[config.mk]
export PLATFORM = sky130hd
export DESIGN_NAME = line_clear_engine
export DESIGN_NICKNAME = d
export VERILOG_FILES = /design/src/rtl/tetris_pkg.sv /design/src/rtl/line_score_lut.sv /design/src/rtl/line_clear_engine.sv
export SDC_FILE = /design/constraint.sdc
export NUM_CORES = 1
export LEC_CHECK = 0
export ABC_CLOCK_PERIOD_IN_PS = 3600
export CORE_ASPECT_RATIO = 0.6
export CORE_UTILIZATION = 45
export DETAILED_ROUTE_END_ITERATION = 7
export PLACE_DENSITY = 0.77
export SKIP_CTS_REPAIR_TIMING = 1
export SYNTH_ARGS = -nofsm -noshare
export SYNTH_HDL_FRONTEND = slang
export SYNTH_SLANG_ARGS = --single-unit
[constraint.sdc]
create_clock -name clk_50 -period 3.6 [get_ports clk_50]
set_clock_uncertainty 0.1 [all_clocks]
set_input_delay 0.72 -clock clk_50 [delete_from_list [all_inputs] [get_ports clk_50]]
set_output_delay 0.72 -clock clk_50 [all_outputs]
set_load 0.02 [all_outputs]
[src/rtl/tetris_pkg.sv]
// Shared board geometry, FSM state encoding and line-clear score constants.
// Holds no ports. Imported by line_clear_engine and line_score_lut.
package tetris_pkg;

    localparam int unsigned BOARD_ROWS = 23;
    localparam int unsigned BOARD_COLS = 10;
    localparam int unsigned BOARD_BITS = BOARD_ROWS * BOARD_COLS;

    localparam int unsigned IDX_W   = 5;
    localparam int unsigned SCORE_W = 16;

    typedef enum logic [1:0] {
        ST_IDLE  = 2'd0,
        ST_SCAN  = 2'd1,
        ST_SHIFT = 2'd2,
        ST_DONE  = 2'd3
    } state_t;

    localparam logic [SCORE_W-1:0] SCORE_1 = 16'd40;
    localparam logic [SCORE_W-1:0] SCORE_2 = 16'd100;
    localparam logic [SCORE_W-1:0] SCORE_3 = 16'd300;
    localparam logic [SCORE_W-1:0] SCORE_4 = 16'd1200;

endpackage

[src/rtl/line_score_lut.sv]
// Combinational score increment for k lines cleared by one lock event.
// Ports:
//   k    in   5  lines cleared by the operation
//   inc  out 16  score increment (k > 4 earns the same as k == 4)
module line_score_lut
    import tetris_pkg::*;
(
    input  logic [IDX_W-1:0]   k,
    output logic [SCORE_W-1:0] inc
);

    always_comb begin
        inc = SCORE_4;
        case (k)
            5'd0:    inc = '0;
            5'd1:    inc = SCORE_1;
            5'd2:    inc = SCORE_2;
            5'd3:    inc = SCORE_3;
            default: inc = SCORE_4;
        endcase
    end

endmodule

[src/rtl/line_clear_engine.sv]
// Post-lock line clearing: scans the merged board bottom-to-top, removes every
// full row, collapses the rows above it and republishes the compacted board.
// Optional feature macro: LINE_CLEAR_SCORE_EN (accumulated, saturating score).
// Ports:
//   clk_50         in   1          system clock
//   resetn         in   1          synchronous active-low reset
//   start          in   1          pulse: merged board valid on board_in
//   board_in       in   ROWS*COLS  merged board, row r at [r*COLS +: COLS]
//   board_out      out  ROWS*COLS  compacted board, same mapping
//   busy           out  1          operation in progress
//   done           out  1          one-cycle pulse, results valid
//   lines_cleared  out  5          rows removed by the last operation
//   score          out  16         accumulated score (zero without the macro)
module line_clear_engine
    import tetris_pkg::*;
#(
    parameter int unsigned ROWS = BOARD_ROWS,
    parameter int unsigned COLS = BOARD_COLS
) (
    input  logic                   clk_50,
    input  logic                   resetn,
    input  logic                   start,
    input  logic [ROWS*COLS-1:0]   board_in,
    output logic [ROWS*COLS-1:0]   board_out,
    output logic                   busy,
    output logic                   done,
    output logic [IDX_W-1:0]       lines_cleared,
    output logic [SCORE_W-1:0]     score
);

    localparam int unsigned BITS = ROWS * COLS;

    localparam logic [1:0] IDLE  = ST_IDLE;
    localparam logic [1:0] SCAN  = ST_SCAN;
    localparam logic [1:0] SHIFT = ST_SHIFT;
    localparam logic [1:0] DONE  = ST_DONE;

    logic [1:0]         state, state_next;
    logic [BITS-1:0]    work, work_next;
    logic [IDX_W-1:0]   idx, idx_next;
    logic [IDX_W-1:0]   cnt, cnt_next;
    logic [BITS-1:0]    board_next;
    logic [IDX_W-1:0]   lines_next;
    logic               done_next;
    logic               busy_next;
    logic               row_full;

    // Next-state and datapath update
    always_comb begin
        state_next = state;
        work_next  = work;
        idx_next   = idx;
        cnt_next   = cnt;
        board_next = board_out;
        lines_next = lines_cleared;
        done_next  = 1'b0;
        busy_next  = 1'b0;
        row_full   = &work[idx*COLS +: COLS];

        case (state)
            IDLE: begin
                if (start) begin
                    work_next  = board_in;
                    idx_next   = IDX_W'(ROWS - 1);
                    cnt_next   = '0;
                    state_next = SCAN;
                end
            end
            SCAN: begin
                if (row_full) begin
                    state_next = SHIFT;
                end else if (idx == '0) begin
                    state_next = DONE;
                end else begin
                    idx_next = idx - 1'b1;
                end
            end
            SHIFT: begin
                // Rows 1..idx move down one; rows below idx keep their value
                for (int unsigned r = 1; r < ROWS; r++) begin
                    if (IDX_W'(r) <= idx) begin
                        work_next[r*COLS +: COLS] = work[(r-1)*COLS +: COLS];
                    end
                end
                work_next[0 +: COLS] = '0;
                cnt_next   = cnt + 1'b1;
                state_next = SCAN;
            end
            DONE: begin
                board_next = work;
                lines_next = cnt;
                done_next  = 1'b1;
                state_next = IDLE;
            end
            default: state_next = IDLE;
        endcase

        // busy stays up through the done cycle so it falls together with done
        busy_next = (state_next != IDLE) || (state == DONE);
    end

    // State and output registers
    always_ff @(posedge clk_50) begin
        if (!resetn) begin
            state         <= IDLE;
            work          <= '0;
            idx           <= '0;
            cnt           <= '0;
            board_out     <= '0;
            lines_cleared <= '0;
            done          <= 1'b0;
            busy          <= 1'b0;
        end else begin
            state         <= state_next;
            work          <= work_next;
            idx           <= idx_next;
            cnt           <= cnt_next;
            board_out     <= board_next;
            lines_cleared <= lines_next;
            done          <= done_next;
            busy          <= busy_next;
        end
    end

`ifdef LINE_CLEAR_SCORE_EN
    logic [SCORE_W-1:0] score_inc;
    logic [SCORE_W:0]   score_sum;

    line_score_lut u_line_score_lut (
        .k   (cnt),
        .inc (score_inc)
    );

    assign score_sum = {1'b0, score} + {1'b0, score_inc};

    // Saturating accumulate once per completed operation
    always_ff @(posedge clk_50) begin
        if (!resetn) begin
            score <= '0;
        end else if (state == DONE) begin
            score <= score_sum[SCORE_W] ? {SCORE_W{1'b1}} : score_sum[SCORE_W-1:0];
        end
    end
`else
    assign score = '0;
`endif

endmodule

# Yosys cells after proc, flatten, opt, wreduce, memory -nomap -nowiden
# Index checks and enable logic that the tools add are counted.
[totals]
ff_bits = 479
inputBits = 233
output_inout_bits = 253
elab_cells = 150
[op_classes]
add_sub_neg = 2
multipliers = 1
magnitude_cmp = 22
eq_ne = 28
shift = 1
n_mux = 35
n_reduce_logical = 31
[op_table]
columns = ["op", "n"]
rows = [
  ["$pmux W230 S2", 1],
  ["$mux W230", 1],
  ["$shiftx A230 B10 Y10", 1],
  ["$mux W10", 22],
  ["$reduce_and A3 Y1", 22],
  ["$ne A2 B2 Y1 const B", 25],
  ["$le A4 B5 Y1 const A", 8],
  ["$le A5 B5 Y1 const A", 7],
  ["$le A3 B5 Y1 const A", 4],
  ["$mux W5", 4],
  ["$pmux W5 S2", 2],
  ["$le A2 B5 Y1 const A", 2],
  ["$reduce_and A10 Y1", 1],
  ["$mul A5 B3 Y8 const B", 1],
  ["$pmux W2 S4", 1],
  ["$mux W2", 3],
  ["$reduce_bool A2 Y1", 3],
  ["$add A5 B1 Y5 const B", 1],
  ["$le A1 B5 Y1 const A", 1],
  ["$logic_not A5 Y1", 1],
  ["$sub A5 B1 Y5 const B", 1],
  ["$eq A2 B2 Y1 const B", 2],
  ["$reduce_and A4 Y1", 1],
  ["$eq A2 B1 Y1 const B", 1],
  ["4 further kinds", 4],
]

# Longest topological paths before layout
[logic_depth]
word_depth = 7
mapped_depth = 11
depth_no_buf = 9

# Least setup slack after synthesis
# OpenSTA, ideal clock, no wires.
[synth_path]
path_type = "reg2reg"
start = "reg idx[1]"
end = "reg idx[4]"
setup_ns = 0.074
arrival_ns = 2.344
required_ns = 3.426
slack_ns = 1.081
stages_incl_launch_ff = 10
path_buffers = 1
synth_period_minus_slack_ns = 2.519
cell_sequence = "dfxtp_1 > buf_2 > mux2_1 > a221oi_1 > o221ai_1 > o311a_1 > o21ai_1 > nor4_2 > or4_1 > a31oi_1"
[synth_via]
elab_chain_len = 5
elab_cells_between_ends = 11
classes_between = "add/sub (1); mul (1); eq/ne (2); shift (1); mux (3); reduce/logical (3)"
[synth_lines]
columns = ["element", "line_no", "rtl"]
rows = [
  ["start, declared", "line_clear_engine.sv:40", "logic [IDX_W-1:0] idx, idx_next;"],
  ["start signal, assigned", "line_clear_engine.sv:116", "idx <= idx_next;"],
  ["$mul A5 B3 Y8", "line_clear_engine.sv:58", "row_full = &work[idx*COLS +: COLS];"],
  ["$shiftx A230 B10 Y10", "line_clear_engine.sv:58", ""],
  ["$reduce_and A10 Y1", "line_clear_engine.sv:58", ""],
  ["$ne A2 B2 Y1 (no line)", "n/a", ""],
  ["$reduce_and A4 Y1 (no line)", "n/a", ""],
]
# Parallel ways exist; a longest one is shown, timed or not. The select of a mux whose other input is x is not followed.
# A chain may end at the register's enable or synchronous reset.

# Worst setup path in the final report
# Ends and elaborated chain as after synthesis.

==> impl_results.rst <==
.. list-table::
   :header-rows: 1

   * - Metric
     - Value
   * - Run status
     - finished, final reports clean
   * - Die X-Extent
     - 279 µm
   * - Max-cap violations
     - 0
   * - Total number of H-tree levels
     - 2
   * - Hold path cells
     - 2
   * - Core Footprint
     - 45200 µm²
   * - Instance count of the mapped netlist
     - 2682
   * - Total count of hold-check failures in the final report
     - 0
   * - Final setup violation count
     - 0
   * - Maximum achievable frequency
     - 287 MHz
   * - Final cycle utilization of the critical path
     - 96.9%
   * - Worst hold slack
     - 0.353 ns
   * - Clock transition at the registers of the reported paths
     - 0.07 ns
   * - First-pass GRT wire length
     - 121000 µm
   * - Layout Cell Area excl Fill
     - 27300 µm²
   * - R2R depth
     - 9
   * - Number of synthesized flops with an enable pin
     - 0
   * - Yosys warning count
     - 0
   * - Grt ovf
     - 0
   * - Type of origin of the critical path
     - flip-flop
   * - Cell chosen for the clock root
     - sky130_fd_sc_hd__clkbuf_16
   * - All-Layer GR Usage
     - 33.4%
   * - Fraction of final layout cells with drive strength greater than 1
     - 6.06%
   * - Met3 GRT Util
     - 6.41%
   * - CP Cell Sequence
     - buf_4 -> mux2i_1 -> o22ai_1 -> a221oi_1 -> o221ai_1 -> nand4_2 -> nor4_2 -> or4_1 -> a31oi_1
   * - Area of the mapped netlist
     - 20800 µm²
   * - Pin count of the biggest net entering global routing
     - 224
   * - Number of routed nets with antenna violations
     - 0
   * - Post-synth top area share
     - 46.2%
   * - Floorplan die area
     - 47000 µm²
   * - Max_slew headroom
     - 16.7%
   * - Max clock buf depth
     - 3
   * - Worst Path Arrival
     - 3.87 ns
   * - Fraction of registers with async set or reset after synthesis
     - 0%
   * - Biggest area consumer among synthesized cells
     - sky130_fd_sc_hd__dfxtp_1
   * - Critical Path Sink Type
     - flip-flop
   * - Endpoint of the worst hold-timing path
     - board_out[203]
   * - Share of the yosys chip area belonging to registers
     - 46.2%
   * - Mapped Avg Cell Area
     - 7.74 µm²
   * - Post-synth top flop
     - sky130_fd_sc_hd__dfxtp_1
   * - Final GP Congestion
     - 0.948
   * - Setup slack of the worst register-to-register path
     - 0.11 ns
   * - RR Startpoint
     - idx[1]
   * - Unique cell type count in the Yosys netlist
     - 64
   * - Time the final worst path needs with I/O delays and setup
     - 3.49 ns
   * - Total placed instance area
     - 25800 µm²
   * - Hold/Removal Path Class
     - reg -> reg
   * - Via count of the routed design
     - 21800
   * - Number of sinks driven by the clock tree
     - 479
   * - Met2 global-route usage
     - 50.0%
   * - Total power consumption of the routed design
     - 13300 µW
   * - Startpoint of the worst hold path
     - board_out[203]
   * - WP buf/inv
     - 1
   * - Final setup TNS
     - 0 ns
   * - Max-slew violation total from the final report
     - 0
   * - Initial cell density of the core
     - 45.9%
   * - Critical Path Fanout Max
     - 37
   * - Number of antenna violations at the first check in global routing
     - 4
   * - Largest delay contributor family on the critical path
     - compound AO/OA/AOI/OAI gates
   * - Placed Instances
     - 3592
   * - Worst Tran Pin Value
     - 1.25 ns
   * - DRC marker count from the first detailed-route iteration
     - 2697
   * - Vias in the first global route
     - 20200
   * - Std-Cell Rows
     - 60
   * - Total Nets Final
     - 3258
   * - Vertical die dimension
     - 168 µm
   * - P&R area growth vs syn
     - 31.5%
   * - IO buf count
     - 469
   * - Power density normalized to cell area
     - 487 nW/µm²
   * - Maximum VDD drop
     - 321 µV
   * - Largest cells by area after synthesis
     - sky130_fd_sc_hd__dfxtp_1 46%, sky130_fd_sc_hd__nand2_1 17%, sky130_fd_sc_hd__a311oi_1 9.4%, sky130_fd_sc_hd__a21oi_1 6.2%, sky130_fd_sc_hd__nor2_1 4.6%
   * - Leakage dissipation
     - 0.00955 µW
   * - Remaining routing DRC violations
     - 0
   * - First-pass iteration count of the detailed router
     - 6
   * - DP HPWL
     - 59100 µm
   * - Crit-path max cell delay
     - 0.72 ns
   * - Most numerous cell types in the synthesized netlist
     - 933 x sky130_fd_sc_hd__nand2_1, 479 x sky130_fd_sc_hd__dfxtp_1, 258 x sky130_fd_sc_hd__a21oi_1
   * - Most frequent cell after synthesis
     - sky130_fd_sc_hd__nand2_1
   * - CTS tree
     - done
   * - Slowest cell on the critical path
     - sky130_fd_sc_hd__dfxtp_4
   * - Wirelength per Cell
     - 22.3 µm
   * - I/O pin count
     - 486
   * - Critical path type
     - reg -> reg
   * - Number of buffers added by the clock tree synthesis step
     - 45
   * - WL final
     - 82100 µm
   * - Fin cells
     - 3676
   * - Destination of the worst register-to-register timing path
     - idx[4]
   * - Synthesis-stage register bit count
     - 479
   * - Required arrival time at the worst endpoint
     - 3.98 ns
   * - Post-DR vias/cell
     - 5.92
   * - Busiest layer in global routing
     - met2
   * - Global routing usage on met1
     - 47.9%
   * - Unrepaired setup endpoints after global routing
     - no
   * - Clock latency reported for the late side of the worst-skew pair
     - 0.57 ns
==> report_power, final <==
| group | internal (µW) | total (µW) | switching (µW) | leakage [µW] |
|---|---|---|---|---|
| registers | 5640 | 6260 | 628 | 0.00391 |
| logic | 918 | 2170 | 1250 | 0.00491 |
| clock network | 2720 | 4870 | 2140 | 0.000732 |
| total | 9280 | 13300 | 4020 | 0.00955 |
==> layer usage <==
layer  vias up  routed length, µm  part of all wire [%]
met5         -                  0                     0
li1       9888                  -                     -
met3       173               9440                    12
met2      1314              35900                    44
met4         0               2540                   3.1
met1     10400              34100                    42
==> how the worst max path moves through the flow <==
stage,start,end,depth (start not counted)
after floorplan,idx[1],idx[4],9
after CTS,idx[1],idx[4],9
after detailed placement,idx[1],idx[4],9
final,idx[1],idx[4],9
after global placement,idx[1],idx[4],9
after global routing,idx[1],idx[4],9
==> cells by family after synthesis <==
group / synth area share (%)
AND/OR/NAND/NOR: 23.6
AO/OA/AOI/OAI: 20.2
flip-flops: 46.2
buffers and inverters: 5.47
multiplexers: 4.20
adder cells (fa/ha/maj): 0.362
other: 0.0181
==> registers in the layout (all words and copies together), names as in the netlist <==
signal / flops
done: 1
busy: 1
cnt: 5
board_out: 230
work: 230
lines_cleared: 5
idx: 5
state: 2
==> layout by cell type, fill, tap and decap left out, types with 22 or more instances in the layout <==
| master | instances |
|---|---|
| sky130_fd_sc_hd__a221oi_1 | 22 |
| sky130_fd_sc_hd__a21oi_1 | 258 |
| sky130_fd_sc_hd__dfxtp_1 | 476 |
| sky130_fd_sc_hd__clkbuf_16 | 45 |
| sky130_fd_sc_hd__buf_4 | 50 |
| sky130_fd_sc_hd__a22oi_1 | 25 |
| sky130_fd_sc_hd__clkdlybuf4s50_1 | 469 |
| sky130_fd_sc_hd__a311oi_1 | 222 |
| sky130_fd_sc_hd__nor2_1 | 254 |
| sky130_fd_sc_hd__mux2i_1 | 41 |
| sky130_fd_sc_hd__nand2_1 | 932 |
==> through the flow <==
stage,worst slack (ns),util (%)
after global routing,0.0573,60.4
after CTS,0.0763,60.4
final,0.110,60.4
after floorplan,1.08,-
after detailed placement,0.0946,57.1
after global placement,0.149,57.1
==> final cells by class <==
| type | count | area (µm²) |
|---|---|---|
| fillers | 3896 | 17900 |
| flip-flops and latches | 479 | 9600 |
| inverters | 7 | 33.8 |
| diodes | 5 | 12.5 |
| multi-input cells | 1957 | 10100 |
| clock inverters | 19 | 189 |
| well taps | 620 | 776 |
| repair buffers | 529 | 5270 |
| clock buffers | 60 | 1280 |
==> worst reg2reg max path, cell delays in order, from the launching register on <==
cell                       delay, ns
sky130_fd_sc_hd__dfxtp_4        0.72
sky130_fd_sc_hd__buf_4          0.53
sky130_fd_sc_hd__mux2i_1        0.29
sky130_fd_sc_hd__o22ai_1        0.11
sky130_fd_sc_hd__a221oi_1       0.49
sky130_fd_sc_hd__o221ai_1       0.26
sky130_fd_sc_hd__nand4_2        0.18
sky130_fd_sc_hd__nor4_2         0.10
sky130_fd_sc_hd__or4_1          0.48
sky130_fd_sc_hd__a31oi_1        0.16
Power figures use the tool's default switching activity.
